<file path="config.mk">
export PLATFORM = sky130hd
export DESIGN_NAME = fetch_unit
export DESIGN_NICKNAME = d
export VERILOG_FILES = /design/src/rtl/fetch_unit.sv
export SDC_FILE = /design/constraint.sdc
export NUM_CORES = 1
export LEC_CHECK = 0
export ABC_AREA = 0
export ABC_CLOCK_PERIOD_IN_PS = 2200
export CAP_MARGIN = 20
export CORE_ASPECT_RATIO = 1.4
export CORE_MARGIN = 2
export CORE_UTILIZATION = 30
export CTS_BUF_LIST = sky130_fd_sc_hd__clkbuf_4 sky130_fd_sc_hd__clkbuf_8 sky130_fd_sc_hd__clkbuf_16
export CTS_CLUSTER_SIZE = 30
export DETAILED_ROUTE_END_ITERATION = 12
export PLACE_DENSITY = 0.6
export SYNTH_ARGS = -nofsm -noshare
export SYNTH_HDL_FRONTEND = slang
export SYNTH_SLANG_ARGS = --single-unit
</file>
<file path="constraint.sdc">
create_clock -name clock -period 2.2 [get_ports clock]
set_input_delay 0.44 -clock clock [delete_from_list [all_inputs] [get_ports clock]]
set_output_delay 0.44 -clock clock [all_outputs]
set_load 0.02 [all_outputs]
</file>
<file path="src/rtl/fetch_unit.sv">
// ---------------------------------------------------------------------------
// fetch_unit
//
// Instruction fetch stage for an in-order pipeline. Keeps the fetch PC and
// issues at most one instruction-memory request at a time. A response is
// either handed straight to the IF/ID register or, while the hazard unit is
// stalling, parked in a one-entry hold buffer until the stall lifts.
// Redirects from later stages override any delivery. A redirect that arrives
// while a request is still in flight sends the FSM to DROP, so the stale
// response is discarded when it comes back.
//
// Parameters
//   RESET_PC       PC loaded on reset
//   NOP_INSTR      instruction presented when nothing valid is delivered
//
// Ports
//   clock          single clock, all state on the rising edge
//   reset          asynchronous, active-high reset
//   pc_write       hazard enable; 0 = stall fetch and hold IF/ID
//   redirect_valid taken branch/jump from a later stage
//   redirect_pc    redirect target
//   imem_req       instruction memory request
//   imem_addr      request address (the fetch PC)
//   imem_gnt       request accepted when imem_req & imem_gnt
//   imem_rvalid    response for the single outstanding request
//   imem_rdata     response instruction
//   if_pc          PC toward IF/ID
//   if_instr       instruction toward IF/ID (NOP_INSTR when not valid)
//   if_valid       if_pc/if_instr carry a real instruction
//   if_id_write    IF/ID write enable (follows pc_write)
//   if_id_flush    IF/ID flush (follows redirect_valid)
// ---------------------------------------------------------------------------
module fetch_unit #(
   parameter logic [31:0] RESET_PC  = 32'h0000_0000,
   parameter logic [31:0] NOP_INSTR = 32'h0000_0013
) (
   input  logic        clock,
   input  logic        reset,
   input  logic        pc_write,
   input  logic        redirect_valid,
   input  logic [31:0] redirect_pc,
   output logic        imem_req,
   output logic [31:0] imem_addr,
   input  logic        imem_gnt,
   input  logic        imem_rvalid,
   input  logic [31:0] imem_rdata,
   output logic [31:0] if_pc,
   output logic [31:0] if_instr,
   output logic        if_valid,
   output logic        if_id_write,
   output logic        if_id_flush
);

   typedef enum logic [1:0] {
      ST_FETCH = 2'd0,  // request pc until granted
      ST_WAIT  = 2'd1,  // request in flight, response pending
      ST_HOLD  = 2'd2,  // response parked in hold buffer during a stall
      ST_DROP  = 2'd3   // request in flight but redirected; discard response
   } state_t;

   state_t      state_q, state_d;
   logic [31:0] pc_q, pc_d;
   logic [31:0] hold_q, hold_d;

   logic        req_c;
   logic        deliver_c;
   logic [31:0] deliver_word_c;

   // ------------------------------------------------------------------------
   // State registers
   // ------------------------------------------------------------------------
   // NOTE: sequential state uses non-blocking assignments so every register
   // samples the values from before the edge, independent of statement order.
   // NOTE: the hold buffer is a single data register, so it is cleared on
   // reset like the rest of the state; nothing here is large enough to be a
   // memory that should be left unreset.
   always_ff @(posedge clock or posedge reset) begin
      if (reset) begin
         state_q <= ST_FETCH;
         pc_q    <= RESET_PC;
         hold_q  <= 32'h0000_0000;
      end else begin
         state_q <= state_d;
         pc_q    <= pc_d;
         hold_q  <= hold_d;
      end
   end

   // ------------------------------------------------------------------------
   // Next-state and delivery logic
   // ------------------------------------------------------------------------
   // NOTE: every signal written here gets a default first, so no path through
   // the case statement can leave one unassigned and infer a latch.
   always_comb begin
      state_d        = state_q;
      pc_d           = pc_q;
      hold_d         = hold_q;
      req_c          = 1'b0;
      deliver_c      = 1'b0;
      deliver_word_c = NOP_INSTR;

      unique case (state_q)
         ST_FETCH: begin
            req_c = 1'b1;
            if (redirect_valid) begin
               // A grant in the redirect cycle still leaves a response in
               // flight that must be thrown away.
               pc_d    = redirect_pc;
               state_d = imem_gnt ? ST_DROP : ST_FETCH;
            end else if (imem_gnt) begin
               state_d = ST_WAIT;
            end
         end

         ST_WAIT: begin
            if (redirect_valid) begin
               pc_d    = redirect_pc;
               state_d = imem_rvalid ? ST_FETCH : ST_DROP;
            end else if (imem_rvalid) begin
               if (pc_write) begin
                  deliver_c      = 1'b1;
                  deliver_word_c = imem_rdata;
                  pc_d           = pc_q + 32'd4;  // wraps modulo 2^32
                  state_d        = ST_FETCH;
               end else begin
                  hold_d  = imem_rdata;
                  state_d = ST_HOLD;
               end
            end
         end

         ST_HOLD: begin
            if (redirect_valid) begin
               pc_d    = redirect_pc;
               state_d = ST_FETCH;
            end else if (pc_write) begin
               deliver_c      = 1'b1;
               deliver_word_c = hold_q;
               pc_d           = pc_q + 32'd4;
               state_d        = ST_FETCH;
            end
         end

         ST_DROP: begin
            if (redirect_valid) begin
               pc_d = redirect_pc;
            end
            if (imem_rvalid) begin
               state_d = ST_FETCH;
            end
         end

         default: begin
            state_d = ST_FETCH;
         end
      endcase
   end

   // ------------------------------------------------------------------------
   // Outputs. Control outputs are gated by reset so they read as idle for the
   // whole time reset is held, even though the inputs may be active.
   // ------------------------------------------------------------------------
   assign imem_req    = req_c & ~reset;
   assign imem_addr   = pc_q;
   assign if_pc       = pc_q;
   assign if_valid    = deliver_c & ~reset;
   assign if_instr    = (deliver_c & ~reset) ? deliver_word_c : NOP_INSTR;
   assign if_id_write = pc_write & ~reset;
   assign if_id_flush = redirect_valid & ~reset;

endmodule

</file>
Word-level counts from Yosys, hierarchy flattened
Index checks and enable logic that the tools add are counted.
- bits in registers: 66
- input bits: 70
- output and inout port bits: 100
- equality and inequality tests: 8
- $add $sub $neg: 1
- muxes and demuxes: 30
- bitwise gates (word level): 7
- reductions and logical operators: 5
- operators by type and width (kind ; number):
    $mux 32 ; 11
    $pmux 32 s3 ; 1
    $pmux 32 s2 ; 1
    $add 32x3->32 const B ; 1
    $mux 2 ; 10
    $ne 3x3->1 const B ; 3
    $pmux 2 s4 ; 1
    $reduce_and 4->1 ; 2
    $mux 1 ; 5
    $and 1x1->1 ; 4
    $eq 2x2->1 const B ; 2
    $not 1->1 ; 3
    $eq 2x1->1 const B ; 1
    $logic_not 2->1 ; 1
    $ne 2x1->1 const B ; 1
    $ne 2x2->1 const B ; 1
    $pmux 1 s2 ; 1
    $reduce_and 2->1 ; 1
    $reduce_or 2->1 ; 1

Logic depth before layout (Yosys ltp)
Gate-level depths: netlist of the first run.
- depth after elaboration: 6
- depth in mapped cells: 9
- gate-level depth less buffers: 6

Worst setup path before layout of the first run
OpenSTA, ideal clock, no wires.
- path kind: reg-to-output
- start: reg state_q[0]
- end: out if_instr[0]
- data arrival time: 1956 ps
- stages on the path, launching flop included: 10
- path slack: -196 ps
- buffers on the path: 3
- required time: 1760 ps
- cell sequence: dfrtp_1 -> inv_1 -> ha_1 -> buf_4 -> nor2b_1 -> buf_2 -> o211ai_1 -> clkbuf_1 -> inv_1 -> nand3_1
- word-level cells in the longest chain between the ends: 4
- ends and longest elaborated chain (what ; line ; RTL):
    start, declared ; 61 ; state_t state_q, state_d;
    start signal, assigned ; 83 ; state_q <= state_d;
    $eq 2x2->1 or $eq 2x1->1 (tied branches) ; 102 ; unique case (state_q)
    $pmux 1 s2 * ; 102 ;
    $and 1x1->1 * ; - ;
    net if_valid ; 49 ; output logic if_valid,
    $mux 32 * ; 167 ; assign if_instr = (deliver_c & ~reset) ? deliver_word_c : NOP_INSTR;
    end, declared ; 48 ; output logic [31:0] if_instr,
The timed path passes the listed nets; every way through them passes the cells marked *.

Worst setup path in the final report of the first run
- start: in pc_write
- end: out if_instr[0]
- word-level cells in the longest chain between the ends: 6
- ends and longest elaborated chain (what ; line ; RTL):
    start, declared ; 39 ; input logic pc_write,
    $mux 1 ; 120, 136 ;
    $mux 1 ; 119 ; end else if (imem_rvalid) begin
    $mux 1 ; 116 ; if (redirect_valid) begin
    $pmux 1 s2 ; 102 ;
    $and 1x1->1 ; 167 ;
    $mux 32 * ; 167 ;
Mark *: on every way between the ends. The rest lies on a longest branch, timed or not.

==> metrics.txt, run 1 <==
status finished with violations; failing checks setup timing; Synth Flop Type dfrtp_1; vias per cell 5.225; antenna violations before repair 1; Final WS setup -177.0 ps; average cell area after synthesis 9.266 µm²; Die H 144.4 µm; gr usage total 18.27%; simple-gate share of the synthesized area 18.69%; reg2reg setup slack 160 ps; worst hold margin 508.6 ps; M3 GR Usage 4.326%; yosys warns 0; CP Class input port to output port; layout cells sized above 1 28.82%; CTS tree built; clk slew on worst S/H paths 60 ps; grt met1 use 20.16%; die area 0.01506 mm²; largest net degree at the start of global routing 35; H-tree levels 3; busiest grt layer met2; multi-input logic area 0.002295 mm²; Pre-antenna DRT Iters 4; CP dominant cell by count buf_4; Post-Synth Adder-Cell Area 1.481%; Detail Route Antenna Nets 0; Avg WL per Cell 17.49 µm; CP max-delay cell clkdlybuf4s50_1; latest clock arrival within the worst-skew pair 340 ps; fillers 1359; max-cap violations 0; Reg area 0.001652 mm²; Leak 2.555 nW; Sink Count 66; sequential-to-total area share from yosys stat 39.09%; async set-reset flop share out of synthesis 100.0%; CP Data Required Time 1760 ps; Cells after DPL 786; Post-synth EDFFs 0; GRT overflow 0; Cell Area, Synth 0.004225 mm²; Worst Tran Pin Value 465.1 ps; Final Hold Fails 0; Num CTS Buffers 9; port bufs 169; Final GP Congestion 0.8003; VDD IR-drop max 0.4945 mV; CP endpoint kind output port; Final setup viols 33; worst reg2reg startpoint if_pc[3]; Die X 104.3 µm; Syn-to-layout area delta 56.00%; Post-route DRC 0; Pwr per Cell Area 1178 mW/mm²; Iteration-0 DRC Markers 91; crit path time final 2377 ps; Buf/Inv on CP 4; Ant. Diodes 0; Cells after Synth 456; Final #Nets 691; Crit path arrival time 1940 ps; number of global-route vias before repair 4355; Crit path largest cell delay 480 ps; Yosys cell types 60; Setup crit start pc_write; post-synthesis mux area share 9.802%; Root Driver clkbuf_16; reg-to-reg endpoint if_pc[18]; crit-path leading delay family buffers and inverters; RSZ-0062 raised after global routing true; Critical Path End if_instr[0]; FF-to-FF path depth 6; Seq cells post-synth 66; first-pass GRT wire length 22.00 mm; Hold WC Path Type register to register; Total Power 7.763 mW; fin crit share 108.0%; worst path cell trace clkdlybuf4s50_1 -> buf_4 -> buf_4 -> nand2_1 -> o21ai_0 -> nand3_4 -> buf_6; maximum achievable frequency 420.7 MHz; GR Util met2 33.75%; core region area 0.01385 mm²; largest family of logic cells by synthesized area compound AO/OA/AOI/OAI gates; Final Skew 6.154 ps; Crit path depth 7; critical-path maximum fanout 8; worst slack, placed -559.2 ps; startpoint types input port; xor and xnor area share after synthesis 0.2073%; Layout Cells excl Fill 806; Bufs on Longest Clock Path 2; Synth Area in Compound Gates 20.28%; Slew Limit Headroom 68.67%; post-DP HPWL 10.20 mm; Initial Util 30.51%; Slew Limit Fails 0; io pins 170; Syn Nets 531; Vias 4211; final WL 14.10 mm; num rows 51
==> timing repair <==
item / 4_1_cts / 5_1_grt
pin swaps: 8 / 3
hold buffers: 0 / 0
setup buffers: 2 / 1
setup endpoints to repair: 36 / 34
gates cloned: 2 / 0
resized for setup: 209 / 28
==> power by group <==
part,internal (mW),leakage [nW],switching (mW)
logic,1.99,1.64,2.10
registers,1.74,0.786,0.490
clock network,0.872,0.133,0.571
total,4.60,2.55,3.16
==> through the flow <==
step	utilization [%]	TNS (ps)	area, µm²
global route	47.60	-7819	6591
floorplan	-	-358.0	4272
CTS	47.03	-4655	6513
finish	47.60	-4402	6591
detailed placement	44.27	-24100	6130
global placement	44.27	-21130	6130
==> cells in the final DEF, fill, tap and decap left out, types with 6 or more instances in the layout <==
| cell type | netlist | routed |
|---|---|---|
| a31oi_1 | 6 | 6 |
| a21oi_1 | 18 | 18 |
| buf_6 | 4 | 21 |
| o22ai_1 | 8 | 8 |
| dfrtp_1 | 66 | 66 |
| nand3_1 | 18 | 15 |
| buf_4 | 33 | 55 |
| mux2_2 | 34 | 34 |
| and2_1 | 8 | 7 |
| o211ai_1 | 6 | 6 |
| nand4_1 | 8 | 8 |
| nand2_1 | 26 | 26 |
| a22oi_1 | 31 | 31 |
| nor3_1 | 7 | 7 |
| a211oi_1 | 6 | 6 |
| clkbuf_16 | 0 | 9 |
| o21ai_0 | 19 | 17 |
| nor2_4 | 0 | 8 |
| clkdlybuf4s50_1 | 0 | 133 |
| nor2_2 | 0 | 14 |
| nor2b_1 | 7 | 6 |
| nor2_1 | 42 | 20 |
==> area by class of cell <==
type,count,share of cell area [%]
repair buffers,217,31.61
flip-flops and latches,66,25.06
multi-input cells,316,34.81
clock buffers,9,3.417
inverters,6,0.5315
clock inverters,7,1.063
well taps,185,3.512
==> worst reg2reg max path, delay by kind of cell, from the launching register on <==
family | cells | cell delay, ps
buffers and inverters | 1 | 170
AO/OA/AOI/OAI | 1 | 250
adder cells (fa/ha/maj) | 1 | 260
flip-flops | 1 | 460
AND/OR/NAND/NOR | 3 | 820
==> synth_stat cells (3+ instances only) <==
library cell / n / area [µm²]
nor2_1: 42 / 157.7
a2bb2oi_1: 3 / 26.28
nand2b_1: 3 / 18.77
o21ai_0: 19 / 95.09
o311ai_1: 4 / 35.03
and4_1: 5 / 43.79
nand4_1: 8 / 50.05
nor2b_1: 7 / 43.79
and2_1: 8 / 50.05
o31ai_1: 4 / 30.03
nand3_1: 18 / 90.09
o22ai_1: 8 / 50.05
buf_6: 4 / 45.04
nand2_1: 26 / 97.59
buf_2: 8 / 40.04
and4_2: 3 / 30.03
dfrtp_1: 66 / 1652
a21oi_1: 18 / 90.09
ha_1: 5 / 62.56
and3_1: 5 / 31.28
nor3_1: 7 / 35.03
a211oi_1: 6 / 45.04
mux2_2: 34 / 382.9
clkbuf_1: 21 / 78.83
a31oi_1: 6 / 37.54
inv_1: 6 / 22.52
a22oi_1: 31 / 232.7
o41ai_1: 3 / 26.28
buf_4: 33 / 247.7
or3_1: 5 / 31.28
o211ai_1: 6 / 45.04
==> logic make-up (layout without fill, tap and decap cells) <==
kind of cell / count (synthesis) / in the layout
buffers and inverters: 74 / 239
flip-flops: 66 / 66
AND/OR/NAND/NOR: 149 / 149
adder cells (fa/ha/maj): 5 / 5
multiplexers: 37 / 37
AO/OA/AOI/OAI: 124 / 124
XOR/XNOR: 1 / 1
==> flip-flops by register name, indices dropped and copies added, names as in the netlist <==
| name | flops |
|---|---|
| state_q | 2 |
| hold_q | 32 |
| if_pc | 32 |
==> routing by layer <==
layer | up-vias | share of wire, % | wire length (µm)
met5 | - | 0.078 | 11
met4 | 2 | 1.7 | 238
met3 | 18 | 6.9 | 968
met2 | 163 | 52 | 7281
met1 | 2041 | 40 | 5598
li1 | 1987 | - | -
==> how the worst min path moves through the flow <==
stage                          start          to  slack [ps]  cells past startpoint
final                     hold_q[30]  hold_q[30]         510                      1
after global routing      hold_q[23]  hold_q[23]         520                      1
after CTS                 hold_q[30]  hold_q[30]         510                      1
after detailed placement  hold_q[21]  hold_q[21]         500                      1
after global placement     hold_q[1]   hold_q[1]         460                      1
after floorplan            hold_q[1]   hold_q[1]         450                      1
Power figures use the tool's default switching activity.
==> inputs of run 2 (changes only) <==
--- a/config.mk
+++ b/config.mk
@@ -10,11 +10,12 @@
 export CAP_MARGIN = 20
 export CORE_ASPECT_RATIO = 1.4
 export CORE_MARGIN = 2
-export CORE_UTILIZATION = 30
+export CORE_UTILIZATION = 58
 export CTS_BUF_LIST = sky130_fd_sc_hd__clkbuf_4 sky130_fd_sc_hd__clkbuf_8 sky130_fd_sc_hd__clkbuf_16
 export CTS_CLUSTER_SIZE = 30
 export DETAILED_ROUTE_END_ITERATION = 12
-export PLACE_DENSITY = 0.6
+export DONT_BUFFER_PORTS = 1
+export PLACE_DENSITY = 0.75
 export SYNTH_ARGS = -nofsm -noshare
 export SYNTH_HDL_FRONTEND = slang
 export SYNTH_SLANG_ARGS = --single-unit
==> metrics.txt, run 2 (synthesized netlist as in run 1, its figures left out) <==
status finished with violations; failing checks setup timing; H-tree levels 3 (unchanged); latest clock arrival within the worst-skew pair 340 ps (about the same); Crit path largest cell delay 380 ps (-100 ps); critical-path maximum fanout 8 (unchanged); fillers 551 (-59%); max-cap violations 0 (unchanged); Bufs on Longest Clock Path 2 (unchanged); first-pass GRT wire length 18.17 mm (-17%); Num CTS Buffers 9 (unchanged); CP Data Required Time 1760 ps (about the same); commonest cells after routing, fill and taps aside dfrtp_1 (65), buf_4 (61), mux2_2 (34); Leak 1.974 nW (-23%); Worst Tran Pin Value 532.7 ps (+67.63 ps); Initial Util 60.13% (+30 points); Sink Count 66 (unchanged); vias per cell 6.484 (+24%); Vias 3741 (-11%); fin crit share 108.9% (+0.84 points); commonest non-fill, non-tap cell in the layout dfrtp_1; multi-input logic area 0.002330 mm² (+1.5%); Final setup viols 33 (unchanged); largest net degree at the start of global routing 35 (unchanged); VDD IR-drop max 0.7326 mV (+48%); Iteration-0 DRC Markers 230 (+150%); Avg WL per Cell 20.20 µm (+15%); antenna violations before repair 1 (unchanged); CP max-delay cell dfrtp_1; Final WS setup -195.4 ps (-18.42 ps); num rows 36 (-29%); Final #Nets 554 (-20%); die area 0.007993 mm² (-47%); Slew Limit Fails 0 (unchanged); Die X 76.14 µm (-27%); Final GP Congestion 0.8818 (+10%); layout cells sized above 1 35.34% (+6.5 points); Layout Cells excl Fill 577 (-28%); Detail Route Antenna Nets 0 (unchanged); CTS tree built; worst path cell trace inv_2 -> ha_4 -> and2_4 -> o211ai_1 -> buf_4 -> buf_12 -> nor2_4 -> buf_6; GRT overflow 0 (unchanged); Crit path arrival time 1960 ps (+20 ps); RSZ-0062 raised after global routing true; number of global-route vias before repair 3651 (-16%); clk slew on worst S/H paths 70 ps (about the same); post-DP HPWL 7.862 mm (-23%); io pins 170 (unchanged); startpoint types register; gr usage total 28.55% (+10 points); Hold WC Path Type input port to register; Final Hold Fails 0 (unchanged); Reg area 0.001653 mm² (about the same); port bufs 0 (-100%); CP Class register to output port; Syn-to-layout area delta 18.83%; crit path time final 2395 ps (+18.42 ps); Post-route DRC 0 (unchanged); worst slack, placed 87.72 ps (+646.9 ps); CP endpoint kind output port; maximum achievable frequency 417.5 MHz (-0.77%); Pre-antenna DRT Iters 5 (+1); Die H 105.0 µm (-27%); Pwr per Cell Area 1289 mW/mm² (+9.5%); Final Skew 8.561 ps (+2.408 ps); Root Driver clkbuf_8; Slew Limit Headroom 64.49% (-4.2 points); final WL 11.65 mm (-17%); core region area 0.007027 mm² (-49%); Cells after DPL 550 (-30%)
-- run 2: final timing paths --
| kind | from | to | slack [ps] | cells after the start |
|---|---|---|---|---|
| min in group asynchronous | reset | hold_q[21] | 520 | 2 |
| max | state_q[1] | if_instr[21] | -200 | 8 |
| max reg2reg | state_q[1] | hold_q[5] | 130 | 8 |
| max in group asynchronous | reset | hold_q[7] | 1100 | 3 |
| min | redirect_valid | if_pc[16] | 190 | 1 |
| min reg2reg | hold_q[1] | hold_q[1] | 490 | 1 |
-- run 2: repair_timing --
| action | in CTS | in global routing |
|---|---|---|
| endpoints found under the hold margin | 11 | 0 |
| setup buffers | 5 | 5 |
| cloned | 2 | 0 |
| endpoints found under the setup margin | 33 | 34 |
| hold buffers | 1 | 0 |
| resized for setup | 34 | 24 |
| pin swaps | 10 | 7 |
-- run 2: layer usage --
metal | vias to the layer above | wire length (µm) | global-route usage [%] | share of wire (%)
met1 | 1848 | 4279 | 32.26 | 37
met4 | 0 | 231 | 11.04 | 2.0
li1 | 1704 | - | - | -
met3 | 21 | 892 | 9.240 | 7.7
met5 | - | 0 | 0 | 0
met2 | 168 | 6250 | 49.94 | 54
-- run 2: power by group --
group	leakage (nW)	switching [mW]	internal (mW)	total, mW
clock	0.0883	0.424	0.478	0.902
sequential	0.785	0.353	1.74	2.09
combinational	1.10	2.12	1.36	3.48
-- run 2: per-stage QoR --
stage | hold WS, ps | total power [mW] | util (%) | area (µm²) | setup TNS [ps]
after floorplan | 452.5 | 4.667 | - | 4272 | -358.0
after global placement | 281.0 | 5.100 | 64.19 | 4511 | 0
after detailed placement | 282.3 | 5.230 | 64.19 | 4511 | 0
after CTS | 172.1 | 6.307 | 69.59 | 4890 | -4395
after global routing | 177.6 | 6.868 | 71.46 | 5021 | -6117
final | 186.5 | 6.475 | 71.46 | 5021 | -3875
-- run 2: critical path, delay by kind of cell (launching register included) --
family                   cells  cell delay [ps]
adder cells (fa/ha/maj)      1              170
buffers and inverters        4              610
AND/OR/NAND/NOR              2              170
flip-flops                   1              380
AO/OA/AOI/OAI                1              270
-- run 2: cell type report --
| class | count | share of cell area, % |
|---|---|---|
| multi-input cells | 316 | 46.40 |
| flip-flops and latches | 66 | 32.92 |
| repair buffers | 80 | 14.40 |
| clock buffers | 13 | 3.314 |
| well taps | 95 | 2.367 |
| inverters | 6 | 0.5482 |
| diodes | 1 | 0.04984 |
